--- src/rtl/pipe_skid_reg_pkg.sv ---
// Shared state encodings and decode helper for the pipe_skid_reg skid buffer.
package pipe_skid_reg_pkg;

  typedef enum logic [1:0] {
    ST_EMPTY = 2'd0,
    ST_FULL  = 2'd1,
    ST_SKID  = 2'd2
  } state_e;

  // The unused code 2'd3 reports zero entries, matching its recovery to EMPTY.
  function automatic logic [1:0] occ_of(state_e s);
    case (s)
      ST_FULL: return 2'd1;
      ST_SKID: return 2'd2;
      default: return 2'd0;
    endcase
  endfunction

endpackage

--- src/rtl/pipe_slot.sv ---
// Load-enable payload register with async active-low reset to RESET_DATA.
// Latency 1 cycle from ld_i to q_o; no flow control of its own.
module pipe_slot #(
  parameter int                    DATA_WIDTH = 32,
  parameter logic [DATA_WIDTH-1:0] RESET_DATA = '0
) (
  input  logic                  clk,
  input  logic                  rst_n,
  input  logic                  ld_i,
  input  logic [DATA_WIDTH-1:0] d_i,
  output logic [DATA_WIDTH-1:0] q_o
);

  logic [DATA_WIDTH-1:0] data_q;

  always_ff @(posedge clk or negedge rst_n) begin
    if (!rst_n) begin
      data_q <= RESET_DATA;
    end else if (ld_i) begin
      data_q <= d_i;
    end
  end

  assign q_o = data_q;

endmodule

--- src/rtl/pipe_skid_reg.sv ---
// Two-entry skid register: fully registered valid/ready on both sides, 1-cycle latency.
// Backpressure: in_ready drops only once the skid slot holds an entry.
module pipe_skid_reg
  import pipe_skid_reg_pkg::*;
#(
  parameter int                    DATA_WIDTH = 32,
  parameter logic [DATA_WIDTH-1:0] RESET_DATA = '0
) (
  input  logic                  clk,
  input  logic                  rst_n,
  input  logic                  flush,
  input  logic                  in_valid,
  input  logic [DATA_WIDTH-1:0] in_data,
  output logic                  in_ready,
  output logic                  out_valid,
  output logic [DATA_WIDTH-1:0] out_data,
  input  logic                  out_ready,
  output logic [1:0]            occupancy
);

  state_e                state_q, state_d;
  logic                  main_ld, skid_ld, main_from_skid;
  logic [DATA_WIDTH-1:0] main_d, main_q, skid_q;

  always_ff @(posedge clk or negedge rst_n) begin
    if (!rst_n) begin
      state_q <= ST_EMPTY;
    end else begin
      state_q <= state_d;
    end
  end

  always_comb begin
    state_d        = state_q;
    main_ld        = 1'b0;
    skid_ld        = 1'b0;
    main_from_skid = 1'b0;
    case (state_q)
      ST_EMPTY: begin
        if (in_valid) begin
          main_ld = 1'b1;
          state_d = ST_FULL;
        end
      end
      ST_FULL: begin
        if (in_valid && out_ready) begin
          main_ld = 1'b1;
        end else if (in_valid) begin
          skid_ld = 1'b1;
          state_d = ST_SKID;
        end else if (out_ready) begin
          state_d = ST_EMPTY;
        end
      end
      ST_SKID: begin
        if (out_ready) begin
          main_ld        = 1'b1;
          main_from_skid = 1'b1;
          state_d        = ST_FULL;
        end
      end
      default: state_d = ST_EMPTY;
    endcase
    // Flush empties the pipe but leaves slot contents untouched.
    if (flush) begin
      state_d = ST_EMPTY;
      main_ld = 1'b0;
      skid_ld = 1'b0;
    end
  end

  assign main_d = main_from_skid ? skid_q : in_data;

  pipe_slot #(
    .DATA_WIDTH (DATA_WIDTH),
    .RESET_DATA (RESET_DATA)
  ) u_main (
    .clk   (clk),
    .rst_n (rst_n),
    .ld_i  (main_ld),
    .d_i   (main_d),
    .q_o   (main_q)
  );

  pipe_slot #(
    .DATA_WIDTH (DATA_WIDTH),
    .RESET_DATA (RESET_DATA)
  ) u_skid (
    .clk   (clk),
    .rst_n (rst_n),
    .ld_i  (skid_ld),
    .d_i   (in_data),
    .q_o   (skid_q)
  );

  assign out_valid = (state_q != ST_EMPTY);
  assign in_ready  = (state_q != ST_SKID);
  assign occupancy = occ_of(state_q);
  assign out_data  = main_q;

endmodule

--- config.mk ---
export PLATFORM = sky130hd
export DESIGN_NAME = pipe_skid_reg
export DESIGN_NICKNAME = d
export VERILOG_FILES = /design/src/rtl/pipe_skid_reg_pkg.sv /design/src/rtl/pipe_slot.sv /design/src/rtl/pipe_skid_reg.sv
export SDC_FILE = /design/constraint.sdc
export NUM_CORES = 1
export LEC_CHECK = 0
export BUFFER_PORTS_ARGS = -buffer_cell sky130_fd_sc_hd__buf_2
export CAP_MARGIN = 0
export CORE_MARGIN = 2
export CORE_UTILIZATION = 35
export DETAILED_ROUTE_END_ITERATION = 12
export PLACE_DENSITY = 0.66
export SYNTH_ARGS = -nofsm -noshare
export SYNTH_HDL_FRONTEND = slang
export SYNTH_SLANG_ARGS = --single-unit
--- constraint.sdc ---
create_clock -name clk -period 2.1 [get_ports clk]
set_clock_uncertainty 0.2 [all_clocks]
set_input_delay 0.21 -clock clk [delete_from_list [all_inputs] [get_ports clk]]
set_output_delay 0.21 -clock clk [all_outputs]
set_load 0.02 [all_outputs]
==> results.ini <==
[run_status]
run_status=finished, final reports clean

[worst_hold_path]
worst_hold_startpoint=in_valid
min_path_type=in -> reg
hold_path_depth=3
hold_path_end=state_q[1]

[place]
portBuffers=72
place_hpwl_microns=4000
gp_congestion=0.694

[timing]
rsz0062_at_grt=false
fmax_ghz=0.516
tightest_slew_ns=0.354
finalSetupTns_ns=0
finalCritPeriodShare_pct=92.2
setup_viol=0
period_minus_slack_ns=1.94
final_max_slew_viol_count=0
max-slew-margin-rel_pct=76.4
hold_viol_final=0

[critical_path]
slowest_delay_ns=0.43
r2r_start=state_q[1]
r2r-end=u_main.q_o[27]
crit_family=multiplexers
cp.depth=6
crit_arrival_ns=1.95
cp.buffers_inverters=2
crit_path_frequent_cell=mux2_4
cpMaxStageDelayCell=dfrtp_1
startpoint_type=register
r2r_cells=6
crit_required_ns=2.11
end_kind=register
crit_chain=nand2_2 -> clkinv_2 -> nand2_4 -> buf_12 -> mux2_4 -> mux2_4
path_class=reg -> reg
path_max_fanout=12
rrSetupSlack_ns=0.16

[cts]
clk_path_buf_depth=2
cts_tree=built
cts_htree_levels=3
clkTransAtPathRegs_ns=0.07
numClockSinks=66
clock_latency_ns=0.33
post_cts_buffers=0
clockRootBuffer=clkbuf_8
cts_buffers=9

[global_route]
antenna_found_initial=0
grt_max_degree=67
grt_pass1_vias=2133
grt_pass1_wl_microns=10200
overflow=0
track_usage_pct=13.3

[die]
dieArea_sq_um=9800
floorplan.initialDensity_pct=36.2
pin_count=73
die_w_microns=99.0
placementRows=34
core_sq_um=8720
die_h_microns=99.0

[synthesis]
syn_inst=190
synth_top_area_share_pct=52.3
synth_area_sq_um=3160
ys_seq_area_share_pct=52.3
yosys-top-cells-area=dfrtp_1, mux2_4, mux2_2
syn-num-nets=227
yosysWarnings=0
yosysTopAreaCell=dfrtp_1
synthDistinctLibCells=21
synth.avg_cell_area_sq_um=16.6
ys_ff_latch=66

[drt]
wl_per_cell_microns=14.3
dr.first_iter.drc_count=16
antenna_left=0
vias_per_cell=4.62
drt-total-wl_microns=5980
vias=1927
drt_pre_antenna_iters=4
route.detailed.drc=0

[power]
power_leakage_nw=2.12
combPwrFrac_pct=24.7
internal_power_w=0.00269
netSwitchingFraction_pct=27.1
powerDensity_nw_per_um2=870
power_switching_w=0.000998
vdd_drop_max_mv=0.282
clkPwrFrac_pct=28.4
power_frac_seq_pct=46.9

[layout]
diodes=0
utilization_pct=48.6
syn2layout_area_growth_pct=34.1
finish.net_count=343
layout_common_cells=buf_2, dfrtp_1, mux2_4, dlygate4sd3_1, mux2_2
final_common_cell=buf_2
fillers=760
drive_above_1_share_pct=60.8

[run]
cap_viol_max_count=0

[per-stage QoR]
| stage | hold slack (ns) | power, W | worst slack, ns | cells | instance area (sq um) |
|---|---|---|---|---|---|
| 3_3_place_gp | 0.0596 | 0.00259 | 0.213 | 368 | 3690 |
| 4_1_cts | 0.0135 | 0.00374 | 0.166 | 417 | 4240 |
| 2_1_floorplan | -0.286 | 0.00233 | 0.211 | 190 | 3160 |
| 3_5_place_dp | 0.0600 | 0.00262 | 0.166 | 368 | 3690 |
| 6_report | 0.0426 | 0.00368 | 0.164 | 417 | 4240 |
| 5_1_grt | 0.0645 | 0.00389 | 0.0880 | 417 | 4240 |
[sequential cells by signal, summed over array words and instances (netlist names)]
| register | flops |
|---|---|
| u_skid.q_o | 32 |
| state_q | 2 |
| u_main.q_o | 32 |
[synthesized netlist by cell type]
| master | count |
|---|---|
| nand2_4 | 1 |
| a21oi_4 | 1 |
| and2b_1 | 1 |
| buf_6 | 6 |
| nor3b_1 | 1 |
| or2_2 | 1 |
| mux2_1 | 9 |
| o22a_1 | 1 |
| dfrtp_1 | 66 |
| mux2_2 | 27 |
| clkbuf_2 | 1 |
| nand3_1 | 1 |
| o21ai_1 | 1 |
| nor2_1 | 3 |
| mux2_4 | 60 |
| clkinv_2 | 1 |
| nand2_2 | 1 |
| nor3_1 | 1 |
| buf_2 | 3 |
| a21oi_1 | 3 |
| inv_2 | 1 |
[kinds of logic after synthesis]
family,Yosys count,share of synthesized area [%]
buffers and inverters,12,3.05
DFF,66,52.3
muxes,96,41.3
AOI/OAI and AO/OA,6,1.43
and+or+nand+nor,10,1.90
[power by group through the flow]
stage,registers [W],clock network (W),logic (W)
3_5_place_dp,0.00175,0,0.000871
6_report,0.00173,0.00105,0.000909
2_1_floorplan,0.00188,0,0.000451
4_1_cts,0.00173,0.00109,0.000922
3_3_place_gp,0.00174,0,0.000848
5_1_grt,0.00177,0.00114,0.000980
[worst min-delay path: stages]
cell and delay, ns:
buf_2 0.13, a21oi_1 0.14, nor3_1 0.06
[how the worst max path moves through the flow]
stage / start / to
6_report: state_q[1] / u_main.q_o[27]
5_1_grt: state_q[0] / u_main.q_o[12]
4_1_cts: state_q[1] / u_main.q_o[13]
3_5_place_dp: state_q[1] / u_main.q_o[13]
3_3_place_gp: state_q[1] / u_main.q_o[15]
2_1_floorplan: state_q[1] / u_main.q_o[0]
[what timing repair did]
action	CTS	global route
hold endpoints to repair	100	0
setup endpoints to repair	0	0
resized for setup	0	0
hold buffers	35	0
[layout make-up]
| class | count | area, sq um | area share, % |
|---|---|---|---|
| sequential | 66 | 1650 | 39.0 |
| multi-input combinational | 112 | 1420 | 33.4 |
| timing repair buffer | 115 | 833 | 19.7 |
| clock buffer | 11 | 151 | 3.57 |
| tap | 108 | 135 | 3.19 |
| clock inverter | 3 | 40.0 | 0.945 |
| inverter | 2 | 8.76 | 0.207 |
[metal layers]
| layer | track usage, % | vias up | part of all wire (%) |
|---|---|---|---|
| met2 | 21.9 | 47 | 49 |
| met3 | 3.69 | 13 | 4.6 |
| met4 | 6.64 | 0 | 2.5 |
| li1 | - | 910 | - |
| met5 | 0 | - | 0 |
| met1 | 15.9 | 957 | 44 |
Note: power is estimated with default switching activity, not from simulation.
